==> config.mk <==
export PLATFORM = sky130hd
export DESIGN_NAME = nibble_packer
export DESIGN_NICKNAME = d
export VERILOG_FILES = /design/src/rtl/nibble_packer.sv
export SDC_FILE = /design/constraint.sdc
export NUM_CORES = 1
export LEC_CHECK = 0
export BUFFER_PORTS_ARGS = -buffer_cell sky130_fd_sc_hd__buf_2
export CAP_MARGIN = 20
export CORE_MARGIN = 8
export CORE_UTILIZATION = 58
export DETAILED_ROUTE_END_ITERATION = 12
export PLACE_DENSITY_LB_ADDON = 0.08
export SKIP_LAST_GASP = 1
export SYNTH_ARGS = -nofsm -noshare
export SYNTH_HDL_FRONTEND = slang
export SYNTH_SLANG_ARGS = --single-unit
==> constraint.sdc <==
create_clock -name clk -period 2.1 [get_ports clk]
set_input_delay 0.525 -clock clk [delete_from_list [all_inputs] [get_ports clk]]
set_output_delay 0.525 -clock clk [all_outputs]
set_load 0.05 [all_outputs]
==> src/rtl/nibble_packer.sv <==
// Packs 4-bit nibbles (upper nibble first) into bytes and queues them in a DEPTH-entry FIFO.
// Define NIBBLE_PACKER_PARITY_EN to add the byte_par output (even parity of the FIFO head).
module nibble_packer #(
  parameter int DEPTH = 4
) (
  input  logic                     clk,
  input  logic                     rst_n,
  input  logic [3:0]               nib_in,
  input  logic                     nib_valid,
  output logic                     nib_ready,
  input  logic                     flush,
  output logic [7:0]               byte_out,
  output logic                     byte_valid,
  input  logic                     byte_ready,
  output logic [$clog2(DEPTH):0]   fill,
  output logic                     pending
`ifdef NIBBLE_PACKER_PARITY_EN
  ,
  output logic                     byte_par
`endif
);

  localparam int AW = $clog2(DEPTH);
  localparam logic [AW:0] FULL_LVL = (AW+1)'(DEPTH);

  typedef enum logic {IDLE = 1'b0, HALF = 1'b1} state_t;

  state_t        state_q;
  logic [3:0]    hi_q;
  logic [7:0]    mem_q [DEPTH];
  logic [AW-1:0] wr_ptr_q;
  logic [AW-1:0] rd_ptr_q;
  logic [AW:0]   fill_q;

  logic          full;
  logic          accept;
  logic          pop;
  logic          push;
  logic [7:0]    push_data;
  state_t        state_d;
  logic [AW:0]   fill_d;

  // Handshakes: a transfer happens on a rising edge where valid && ready are both high;
  // ready never depends combinationally on the same interface's valid or on byte_ready.
  assign full       = (fill_q == FULL_LVL);
  assign pending    = (state_q == HALF);
  assign nib_ready  = !pending || !full;
  assign accept     = nib_valid && nib_ready;
  assign byte_valid = (fill_q != '0);
  assign pop        = byte_valid && byte_ready;
  assign byte_out   = mem_q[rd_ptr_q];
  assign fill       = fill_q;

`ifdef NIBBLE_PACKER_PARITY_EN
  assign byte_par = ^byte_out;
`endif

  always_comb begin
    push      = 1'b0;
    push_data = {hi_q, nib_in};
    state_d   = state_q;
    case (state_q)
      IDLE: begin
        if (accept) state_d = HALF;
      end
      HALF: begin
        if (accept) begin
          push    = 1'b1;
          state_d = IDLE;
        end else if (flush && !full) begin
          // Flush pads the held upper nibble; a same-cycle nibble takes priority.
          push      = 1'b1;
          push_data = {hi_q, 4'b0000};
          state_d   = IDLE;
        end
      end
      default: state_d = IDLE;
    endcase
  end

  always_comb begin
    fill_d = fill_q;
    case ({push, pop})
      2'b10:   fill_d = fill_q + (AW+1)'(1);
      2'b01:   fill_d = fill_q - (AW+1)'(1);
      default: fill_d = fill_q;
    endcase
  end

  always_ff @(posedge clk or negedge rst_n) begin
    if (!rst_n) begin
      state_q  <= IDLE;
      hi_q     <= '0;
      wr_ptr_q <= '0;
      rd_ptr_q <= '0;
      fill_q   <= '0;
      for (int i = 0; i < DEPTH; i++) mem_q[i] <= '0;
    end else begin
      state_q <= state_d;
      fill_q  <= fill_d;
      if (state_q == IDLE && accept) hi_q <= nib_in;
      if (push) begin
        mem_q[wr_ptr_q] <= push_data;
        wr_ptr_q        <= wr_ptr_q + AW'(1);
      end
      if (pop) rd_ptr_q <= rd_ptr_q + AW'(1);
    end
  end

endmodule

==> results.env, run 1 <==
MAX_CAP_VIOLATIONS=0
POST-SYNTH-TOP-AREA-CELL='sky130_fd_sc_hd__dfrtp_1'
CELL_BREAKDOWN_OF_THE_CRITICAL_PATH='buf_4 -> mux4_2 -> buf_6'
GRT_START_MAX_NET_PINS=25
ROUTE.ANTENNA.REMAINING_NETS=0
FINAL.SETUP.WORST_SLACK_NS=0.0237
FLOORPLAN.DIE_AREA_UM2=6000
CLOCK_NETWORK_LATENCY_TO_THE_LATER_PIN_OF_THE_WORST_SKEW_PAIR_NS=0.30
CLOCK_TREE.HTREE_LEVEL_COUNT=2
SHARE_OF_SYNTHESIZED_REGISTERS_CARRYING_AN_ASYNC_SET_OR_RESET=1.00
WORST_PIN_SLEW_NS=0.516
HOLD_CLASS='in -> async'
POST_SYNTH.CELL_AREA_AVG_UM2=16.1
SETUP.WORST_PATH.CLASS='reg -> out'
YOSYS.CELL_TYPES.COUNT=25
TIMING.CRITICAL_PATH.ARRIVAL_NS=1.55
INITIAL_CELL_DENSITY_OF_THE_CORE=0.598
RSZ_0062_RAISED_AFTER_GLOBAL_ROUTING='yes'
RUN_STATUS='finished, final reports clean'
RELATIVE_SLEW_SLACK=0.656
DESIGN.FINAL.NETS=181
REGISTER_AREA_UM2=1110
NUM-FILL-CELLS=263
SYNTHESIS.INSTANCES=136
CTS_ROOT_BUF='sky130_fd_sc_hd__clkbuf_8'
SYNTHTOPCELLSBYAREA='sky130_fd_sc_hd__dfrtp_1, sky130_fd_sc_hd__mux2_4, sky130_fd_sc_hd__a32o_2, sky130_fd_sc_hd__mux4_2, sky130_fd_sc_hd__o2111ai_4'
REPORT.FINAL.HOLD_VIOL_COUNT=0
TIMING.CRITICAL_PATH.TO_TYPE='output pin'
TIMING.CRITICAL_PATH.BUF_INV=2
DIE_W_UM=77.5
MULTI_INPUT_COMB_AREA_UM2=1030
GLOBALROUTE.TOTALOVERFLOW=0
WORST-ENDPOINT-REQUIRED_NS=1.57
SYNTH_AREA_UM2=2190
DIE-HEIGHT_UM=77.5
PLACEABLE_AREA_UM2=3660
TOP_LEVEL_PORTS=23
STARTPOINT_TYPE='flop'
CTS_TREE='done'
SYNTHMUXAREASHARE=0.222
AREA_FRACTION_IN_COMPOUND_GATES_AFTER_SYNTHESIS=0.137
SYNTH-SEQ-AREA-SHARE=0.503
YOSYS_REGISTER_BITS=44
GRT_FIRST_PASS_WIRELENGTH_UM=7530
CRITPATHTOPFAMILY='multiplexers'
AVGVIACOUNTPERCELL=6.03
POST_LAYOUT_NONFILLER_INSTANCES=215
EDFF_COUNT_SYNTH=0
TRACK_USAGE=0.159
DRC=0
SYNTHTOLAYOUTAREAGROWTH_PCT=14.6
TIMING.FINAL.CRIT_PERIOD_NS=2.08
FINALMAXSLEWVIOLATIONS=0
NUMCLOCKSINKS=44
GP_ROUTABILITY_CONGESTION=0.769
PLACE_INST=206
SYNTH.YOSYS.WARNINGS=0
FIN_WORST_SKEW_NS=0.0111
DRT-TOTAL-WL_UM=4460
CTS.PATH.MAX_BUFFERS=2
COUNT_OF_ROUTING_VIOLATIONS_AFTER_THE_OPENING_DETAILED_ROUTE_ITERATION=37
CLKTRANSATPATHREGS_NS=0.08
POST_SYNTH_AND_OR_NAND_NOR_AREA_FRACTION=0.0463
INSERTEDDIODECOUNT=0
PORTBUFFERS=22
WORSTPATHMAXFANOUT=4
FIN_CRIT_SH=0.989
YOSYS.AREA_SHARE.XOR_XNOR=0.0240
DR.PASS1.ITERS=4
CTS-HOLD-FIX-BUFFERS=0
MAX_FREQ_MHz=482
SETUP_VIOL_COUNT_FINAL=0
PRE_CTS_SLACK_NS=0.0899
SYNTH_TOP_CELL_AREA_SHARE=0.503
DESIGN_AREA_UM2=2510
ADDER_CELL_AREA_SHARE_OF_THE_YOSYS_NETLIST=0.0377
MAIN_COMBINATIONAL_CELL_FAMILY_BY_AREA_AFTER_SYNTHESIS='multiplexers'
ANTENNA_FOUND_INITIAL=0
HPWLAFTERDP_UM=3140
NUMCTSBUFFERS=5
PLACED_CELL_AREAS_UM2=2380
TOTAL_VIA_COUNT_AFTER_DETAILED_ROUTING=1296
TIMING.CRITICAL_PATH.SLOWEST_STAGE_CELL='sky130_fd_sc_hd__mux4_2'
NUM_ROWS=22
FIRST_GLOBAL_VIAS=1448
MAX_STAGE_DELAY_NS=0.52
SYNTH_FLOP_CELL='sky130_fd_sc_hd__dfrtp_1'
SYNTHESIZED_NETS=151
WL_PER_CELL_UM=20.8
DRIVE_GT1_FRAC=0.563
[cell usage after synthesis (all sizes together) (2+ instances only)]
master,instances
dfrtp,44
mux2,21
a32o,16
mux4,8
buf,7
inv,6
ha,5
and3,4
nor2,4
o2111ai,4
xnor2,3
xor2,3
nand2,2
[placed cells by master, fill, tap and decap left out, types with 4 or more instances in the layout]
cell,n
sky130_fd_sc_hd__clkbuf_8,6
sky130_fd_sc_hd__mux2_1,5
sky130_fd_sc_hd__inv_1,6
sky130_fd_sc_hd__a32o_2,16
sky130_fd_sc_hd__nor2_1,4
sky130_fd_sc_hd__mux2_4,16
sky130_fd_sc_hd__o2111ai_4,4
sky130_fd_sc_hd__ha_1,5
sky130_fd_sc_hd__dfrtp_1,40
sky130_fd_sc_hd__mux4_2,8
sky130_fd_sc_hd__dfrtp_2,4
sky130_fd_sc_hd__and3_4,4
sky130_fd_sc_hd__buf_4,12
sky130_fd_sc_hd__buf_2,16
[cell families after synthesis]
logic type | Yosys count
flip-flops | 44
multiplexers | 30
AO/OA/AOI/OAI | 22
buffers and inverters | 14
AND/OR/NAND/NOR | 14
XOR/XNOR | 6
adder cells (fa/ha/maj) | 6
[worst reg2reg max path: stages, from the launching register on]
cell                      delay (ns)
sky130_fd_sc_hd__dfrtp_1        0.46
sky130_fd_sc_hd__nor3b_2        0.24
sky130_fd_sc_hd__nor2_1         0.10
sky130_fd_sc_hd__inv_1          0.06
sky130_fd_sc_hd__ha_1           0.17
sky130_fd_sc_hd__inv_1          0.06
sky130_fd_sc_hd__fa_1           0.37
sky130_fd_sc_hd__xor2_1         0.15
sky130_fd_sc_hd__nor2_1         0.11
sky130_fd_sc_hd__xor2_1         0.14
[layout make-up]
class / instances / area share
clock inverters: 2 / 0.00399
well taps: 48 / 0.0239
multi-input cells: 78 / 0.409
repair buffers: 31 / 0.0812
flip-flops and latches: 44 / 0.440
clock buffers: 6 / 0.0329
inverters: 6 / 0.00897
[sequential cells by signal, indices dropped and copies added, names as in the netlist]
| register | count |
|---|---|
| fill | 3 |
| hi_q | 4 |
| rd_ptr_q | 2 |
| wr_ptr_q | 2 |
| mem_q | 32 |
| pending | 1 |
[routing by layer]
metal,global-route usage,part of all wire
met1,0.199,0.42
met2,0.263,0.53
met3,0.0369,0.041
met4,0.0566,0.014
met5,0,0
[timing repair]
item | CTS | global route
setup endpoints to repair | 6 | 8
setup buffers | 1 | 0
gates resized for setup | 7 | 4
[through the flow]
step,hold WS [ns],setup TNS [ns],utilization
floorplan,0.229,0,-
global placement,0.345,0,0.651
detailed placement,0.355,0,0.651
CTS,0.0380,0,0.683
global route,0.0398,-0.00207,0.686
finish,0.0398,0,0.686
[final timing paths]
kind / startpoint / end / slack (ns) / depth (start not counted)
setup / recovery: rd_ptr_q[0]$_DFFE_PN0P_ / byte_out[3] / 0.02 / 3
hold / removal: rst_n / mem_q[30]$_DFFE_PN0P_ / 0.04 / 1
setup reg to reg: fill[0]$_DFFE_PN0P_ / fill[2]$_DFFE_PN0P_ / 0.16 / 9
hold reg to reg: mem_q[19]$_DFFE_PN0P_ / mem_q[19]$_DFFE_PN0P_ / 0.50 / 1
max in group asynchronous: rst_n / rd_ptr_q[1]$_DFFE_PN0P_ / 1.51 / 2
min in group clk: nib_in[1] / hi_q[1]$_DFFE_PN0P_ / 0.46 / 2
Power of run 1 is not shown: default switching activity piles up to over one toggle a cycle in this logic, so the estimate is an artifact.
==> run 2, diff against run 1 <==
==> constraint.sdc (replaced) <==
create_clock -name clk -period 2.1 [get_ports clk]
set_input_delay 0.105 -clock clk [delete_from_list [all_inputs] [get_ports clk]]
set_output_delay 0.105 -clock clk [all_outputs]
set_load 0.05 [all_outputs]
==> results.env, run 2 (same netlist as run 1, synthesis figures left out) <==
RUN_STATUS='finished, final reports clean'
TOTAL_VIA_COUNT_AFTER_DETAILED_ROUTING=1298  # +0.15%
SYNTHTOLAYOUTAREAGROWTH_PCT=13.1
NUMCLOCKSINKS=44  # unchanged
GP_ROUTABILITY_CONGESTION=0.794  # +3.2%
LEADING_CELL_TYPES_IN_THE_LAYOUT_FILL_AND_TAPS_EXCLUDED='sky130_fd_sc_hd__dfrtp_1, sky130_fd_sc_hd__buf_2, sky130_fd_sc_hd__a32o_2, sky130_fd_sc_hd__mux2_4, sky130_fd_sc_hd__mux4_2'
RELATIVE_SLEW_SLACK=0.412  # -0.243
TRACK_USAGE=0.164  # +0.00476
POST_LAYOUT_NONFILLER_INSTANCES=211  # -1.9%
CTS_TREE='done'
DIE-HEIGHT_UM=77.5  # unchanged
CTS.PATH.MAX_BUFFERS=2  # unchanged
INSERTEDDIODECOUNT=0  # unchanged
TIMING.HOLD.WORST_ENDPOINT='hi_q[3]$_DFFE_PN0P_'
PLACE_INST=203  # -1.5%
REPORT.FINAL.HOLD_VIOL_COUNT=0  # unchanged
DRT-TOTAL-WL_UM=4580  # +2.7%
FLOORPLAN.DIE_AREA_UM2=6000  # unchanged
REG2REG_SLACK_NS=0.13  # -0.03 ns
CLOCK_NETWORK_LATENCY_TO_THE_LATER_PIN_OF_THE_WORST_SKEW_PAIR_NS=0.29  # about the same
GRT_START_MAX_NET_PINS=41  # +64%
TIMING.CRITICAL_PATH.SLOWEST_STAGE_CELL='sky130_fd_sc_hd__dfrtp_2'
CLOCK_TREE.HTREE_LEVEL_COUNT=2  # unchanged
MAX_FREQ_MHz=507  # +5.2%
FINISH.UTILIZATION=0.677  # -0.00923
HPWLAFTERDP_UM=3260  # +3.9%
DR.PASS1.ITERS=4  # unchanged
CRITICAL_PATH_DEPTH_IN_CELLS=9  # +6
ROUTE.ANTENNA.REMAINING_NETS=0  # unchanged
WORSTPATHMAXFANOUT=7  # +3
CRITPATHTOPFAMILY='adder cells'
DRC=0  # unchanged
CLKTRANSATPATHREGS_NS=0.08  # about the same
FIRST_GLOBAL_VIAS=1471  # +1.6%
MAX_STAGE_DELAY_NS=0.46  # -0.06 ns
DRIVE_GT1_FRAC=0.528  # -0.0353
HOLDPATHSTAGES=2
NUM-FILL-CELLS=275  # +4.6%
CELL_BREAKDOWN_OF_THE_CRITICAL_PATH='nor3b_4 -> nor2_1 -> inv_1 -> ha_1 -> inv_1 -> fa_1 -> xor2_1 -> nor2_1 -> xor2_1'
WORST_PIN_SLEW_NS=0.881  # +0.365 ns
FIN_TNS_SETUP_NS=0  # unchanged
FINALMAXSLEWVIOLATIONS=0  # unchanged
LARGEST_REGISTER_FF_COUNT=32  # unchanged
COUNT_OF_ROUTING_VIOLATIONS_AFTER_THE_OPENING_DETAILED_ROUTE_ITERATION=38  # +2.7%
NUMCTSBUFFERS=5  # unchanged
ANTENNA_FOUND_INITIAL=0  # unchanged
RSZ_0062_RAISED_AFTER_GLOBAL_ROUTING='no'
LOGIC_DEPTH_OF_THE_WORST_REGISTER_TO_REGISTER_PATH=9  # unchanged
HOLD_CLASS='in -> reg'
MOSTFREQUENTLAYOUTCELL='sky130_fd_sc_hd__dfrtp_1'
DESIGN.FINAL.NETS=178  # -1.7%
TOP_REGISTER='mem_q'
GRT_FIRST_PASS_WIRELENGTH_UM=7640  # +1.4%
CTS_ROOT_BUF='sky130_fd_sc_hd__clkbuf_8'
FIN_CRIT_SH=0.940  # -0.0487
WORST_HOLD_STARTPOINT='nib_in[3]'
TIMING.CRITICAL_PATH.TO_TYPE='flop'
STARTPOINT_TYPE='flop'
AVGVIACOUNTPERCELL=6.15  # +2.1%
NUM_ROWS=22  # unchanged
MAX_CAP_VIOLATIONS=0  # unchanged
WL_PER_CELL_UM=21.7  # +4.6%
PORTBUFFERS=22  # unchanged
FIN_WORST_SKEW_NS=0.00423  # -0.00684 ns
TOP_LEVEL_PORTS=23  # unchanged
REGTOREGENDPOINT='fill[2]$_DFFE_PN0P_'
INITIAL_CELL_DENSITY_OF_THE_CORE=0.598  # unchanged
PLACEABLE_AREA_UM2=3660  # unchanged
TIMING.CRITICAL_PATH.BUF_INV=2  # unchanged
TIMING.FINAL.CRIT_PERIOD_NS=1.97  # -0.102 ns
WORST-ENDPOINT-REQUIRED_NS=2.32  # +0.75 ns
DIE_W_UM=77.5  # unchanged
SETUP_VIOL_COUNT_FINAL=0  # unchanged
WORST_R2R_STARTPOINT='fill[0]$_DFFE_PN0P_'
TIMING.CRITICAL_PATH.ARRIVAL_NS=2.19  # +0.64 ns
SETUP.WORST_PATH.CLASS='reg -> reg'
GLOBALROUTE.TOTALOVERFLOW=0  # unchanged
## run 2: repair_timing
action	4_1_cts	5_1_grt
buffers inserted	0	0
hold buffers	1	0
endpoints found under the hold margin	39	0
resized for setup	0	2
endpoints found under the setup margin	0	1
## run 2: worst max-delay path by stage
stage                        startpoint                  end
floorplan           fill[0]$_DFFE_PN0P_  fill[2]$_DFFE_PN0P_
global placement    fill[0]$_DFFE_PN0P_  fill[2]$_DFFE_PN0P_
detailed placement  fill[0]$_DFFE_PN0P_  fill[2]$_DFFE_PN0P_
CTS                 fill[0]$_DFFE_PN0P_  fill[2]$_DFFE_PN0P_
global route        fill[0]$_DFFE_PN0P_  fill[2]$_DFFE_PN0P_
finish              fill[0]$_DFFE_PN0P_  fill[2]$_DFFE_PN0P_
## run 2: area by class of cell
class	count	area, um^2	area share
Tap cell	48	60.1	0.0242
Inverter	6	22.5	0.00909
Multi-Input combinational cell	78	1030	0.416
Timing Repair Buffer	28	158	0.0636
Clock buffer	6	72.6	0.0293
Sequential cell	44	1100	0.446
Clock inverter	1	30.0	0.0121
## run 2: routing by layer
| layer | up-vias | GRT usage | part of all wire |
|---|---|---|---|
| met2 | 35 | 0.285 | 0.53 |
| met1 | 683 | 0.182 | 0.39 |
| met4 | 0 | 0.0698 | 0.019 |
| li1 | 572 | - | - |
| met3 | 8 | 0.0495 | 0.060 |
| met5 | - | 0 | 0 |
## run 2: metrics by stage
step	area (um^2)	setup WS, ns	hold WS, ns
floorplan	2190	0.0458	-0.191
global placement	2360	0.306	0.246
detailed placement	2360	0.148	0.267
CTS	2470	0.113	0.0374
global route	2480	0.0276	0.0453
finish	2480	0.126	0.0455
Power of run 2 is left out for the same reason.
==> run 3, diff against run 2 <==
--- a/config.mk
+++ b/config.mk
@@ -8,7 +8,8 @@
 export BUFFER_PORTS_ARGS = -buffer_cell sky130_fd_sc_hd__buf_2
 export CAP_MARGIN = 20
 export CORE_MARGIN = 8
-export CORE_UTILIZATION = 58
+export CORE_UTILIZATION = 60
+export CTS_BUF_LIST = sky130_fd_sc_hd__clkbuf_8
 export DETAILED_ROUTE_END_ITERATION = 12
 export PLACE_DENSITY_LB_ADDON = 0.08
 export SKIP_LAST_GASP = 1
==> results.env, run 3 (same netlist as run 1, synthesis figures left out) <==
CLKTRANSATPATHREGS_NS=0.08  # about the same
DRT-TOTAL-WL_UM=4540  # -1.0%
INITIAL_CELL_DENSITY_OF_THE_CORE=0.612  # +0.0138
TRACK_USAGE=0.163  # -0.000936
NUMCLOCKSINKS=44  # unchanged
DIE_W_UM=76.4  # -1.3%
AVGVIACOUNTPERCELL=6.09  # -0.95%
HPWLAFTERDP_UM=3190  # -2.2%
CTS.PATH.MAX_BUFFERS=2  # unchanged
GP_ROUTABILITY_CONGESTION=0.835  # +5.1%
WORSTPATHMAXFANOUT=5  # -2
PORTBUFFERS=22  # unchanged
NUM-FILL-CELLS=244  # -11%
FINALMAXSLEWVIOLATIONS=0  # unchanged
PLACED_CELL_AREAS_UM2=2360  # unchanged
CRITICAL_PATH_DEPTH_IN_CELLS=8  # -1
REPORT.FINAL.HOLD_VIOL_COUNT=0  # unchanged
PLACEABLE_AREA_UM2=3580  # -2.3%
TOP_LEVEL_PORTS=23  # unchanged
WL_PER_CELL_UM=21.1  # -2.9%
RSZ_0062_RAISED_AFTER_GLOBAL_ROUTING='no'
CTS_TREE='done'
DESIGN_AREA_UM2=2490  # +0.40%
DRIVE_GT1_FRAC=0.551  # +0.0233
TIMING.CRITICAL_PATH.TO_TYPE='flop'
MOSTFREQUENTLAYOUTCELL='sky130_fd_sc_hd__dfrtp_1'
MAX_CAP_VIOLATIONS=0  # unchanged
FIN_TNS_SETUP_NS=0  # unchanged
STARTPOINT_TYPE='flop'
TIMING.CRITICAL_PATH.BUF_INV=2  # unchanged
DIE-HEIGHT_UM=76.4  # -1.3%
CLOCK_NETWORK_LATENCY_TO_THE_LATER_PIN_OF_THE_WORST_SKEW_PAIR_NS=0.29  # about the same
LOGIC_DEPTH_OF_THE_WORST_REGISTER_TO_REGISTER_PATH=8  # -1
CTS_ROOT_BUF='sky130_fd_sc_hd__clkbuf_8'
WORST_R2R_STARTPOINT='fill[0]$_DFFE_PN0P_'
CRITPATHTOPFAMILY='flip-flops'
DRC=0  # unchanged
LEADING_CELL_TYPES_IN_THE_LAYOUT_FILL_AND_TAPS_EXCLUDED='sky130_fd_sc_hd__dfrtp_1, sky130_fd_sc_hd__buf_2, sky130_fd_sc_hd__a32o_2, sky130_fd_sc_hd__mux2_4'
ANTENNA_FOUND_INITIAL=0  # unchanged
TIMING.CRITICAL_PATH.ARRIVAL_NS=2.14  # -0.05 ns
GRT_START_MAX_NET_PINS=29  # -29%
NUMCTSBUFFERS=5  # unchanged
MULTI_INPUT_COMB_AREA_UM2=1030  # -0.12%
WORST_PIN_SLEW_NS=0.619  # -0.263 ns
SYNTHTOLAYOUTAREAGROWTH_PCT=13.5
CRIT_TOP_CELL='sky130_fd_sc_hd__xor2_1'
CRIT_PATH_START='fill[0]$_DFFE_PN0P_'
HOLD_CLASS='in -> reg'
CELL_BREAKDOWN_OF_THE_CRITICAL_PATH='buf_4 -> o31a_2 -> ha_2 -> inv_1 -> fa_2 -> xor2_1 -> nor2_1 -> xor2_1'
WORST-ENDPOINT-REQUIRED_NS=2.27  # -0.05 ns
FIN_WORST_SKEW_NS=0.00676  # +0.00253 ns
COUNT_OF_ROUTING_VIOLATIONS_AFTER_THE_OPENING_DETAILED_ROUTE_ITERATION=85  # +120%
DR.PASS1.ITERS=4  # unchanged
REGISTER_AREA_UM2=1110  # +0.11%
ROUTE.ANTENNA.REMAINING_NETS=0  # unchanged
LARGEST_REGISTER_FF_COUNT=32  # unchanged
CLOCK_TREE.HTREE_LEVEL_COUNT=2  # unchanged
TIMING.CRITICAL_PATH.SLOWEST_STAGE_CELL='sky130_fd_sc_hd__dfrtp_2'
TOTAL_VIA_COUNT_AFTER_DETAILED_ROUTING=1310  # +0.92%
TIMING.FINAL.CRIT_PERIOD_NS=1.96  # -0.0113 ns
RUN_STATUS='finished, final reports clean'
SETUP.WORST_PATH.CLASS='reg -> reg'
WORST_HOLD_STARTPOINT='nib_in[2]'
FIN_CRIT_SH=0.935  # -0.00536
GRT_FIRST_PASS_WIRELENGTH_UM=7620  # -0.27%
DESIGN.FINAL.NETS=181  # +1.7%
MAX_FREQ_MHz=509  # +0.57%
INSERTEDDIODECOUNT=0  # unchanged
NUM_ROWS=22  # unchanged
RELATIVE_SLEW_SLACK=0.588  # +0.175
FLOORPLAN.DIE_AREA_UM2=5840  # -2.7%
TOP_REGISTER='mem_q'
SETUP_VIOL_COUNT_FINAL=0  # unchanged
GLOBALROUTE.TOTALOVERFLOW=0  # unchanged
HOLDPATHSTAGES=2  # unchanged
MAX_STAGE_DELAY_NS=0.44  # -0.02 ns
FIRST_GLOBAL_VIAS=1494  # +1.6%
-- run 3: final cells by class --
cell class	count	area share
Sequential cell	44	0.445
Multi-Input combinational cell	78	0.413
Timing Repair Buffer	31	0.0724
Clock buffer	6	0.0332
Tap cell	48	0.0241
Inverter	6	0.00905
Clock inverter	2	0.00302
-- run 3: stage by stage --
| stage | hold WS (ns) | cells | setup WS, ns | utilization |
|---|---|---|---|---|
| floorplan | -0.191 | 136 | 0.0458 | - |
| global placement | 0.138 | 203 | 0.299 | 0.659 |
| detailed placement | 0.156 | 203 | 0.0880 | 0.659 |
| CTS | 0.0446 | 212 | 0.0674 | 0.687 |
| global route | 0.0442 | 215 | 0.0120 | 0.695 |
| finish | 0.0482 | 215 | 0.137 | 0.695 |
-- run 3: worst reg2reg max path: cells and delay by family (launching register included) --
kind,cells,cell delay (ns)
XOR/XNOR,2,0.33
buffers and inverters,2,0.23
flip-flops,1,0.44
AND/OR/NAND/NOR,1,0.08
AO/OA/AOI/OAI,1,0.36
adder cells (fa/ha/maj),2,0.41
-- run 3: what timing repair did --
| action | CTS | global route |
|---|---|---|
| setup buffers | 0 | 3 |
| endpoints found under the setup margin | 0 | 1 |
| endpoints found under the hold margin | 27 | 0 |
| gates resized for setup | 0 | 4 |
| hold buffers | 1 | 0 |
-- run 3: worst paths after layout --
check,end,slack [ns]
max,fill[2]$_DFFE_PN0P_,0.14
min,hi_q[2]$_DFFE_PN0P_,0.05
max reg2reg,fill[2]$_DFFE_PN0P_,0.14
max in group asynchronous,mem_q[16]$_DFFE_PN0P_,1.08
min in group asynchronous,mem_q[21]$_DFFE_PN0P_,0.36
min reg2reg,mem_q[8]$_DFFE_PN0P_,0.50
-- run 3: per-layer routing --
| layer | share of wire | routed length, um | track usage | vias up |
|---|---|---|---|---|
| li1 | - | - | - | 585 |
| met1 | 0.42 | 1910 | 0.188 | 689 |
| met5 | 0 | 0 | 0 | - |
| met4 | 0.023 | 104 | 0.0654 | 0 |
| met3 | 0.031 | 140 | 0.0472 | 11 |
| met2 | 0.52 | 2380 | 0.276 | 25 |
Power of run 3 is left out for the same reason.
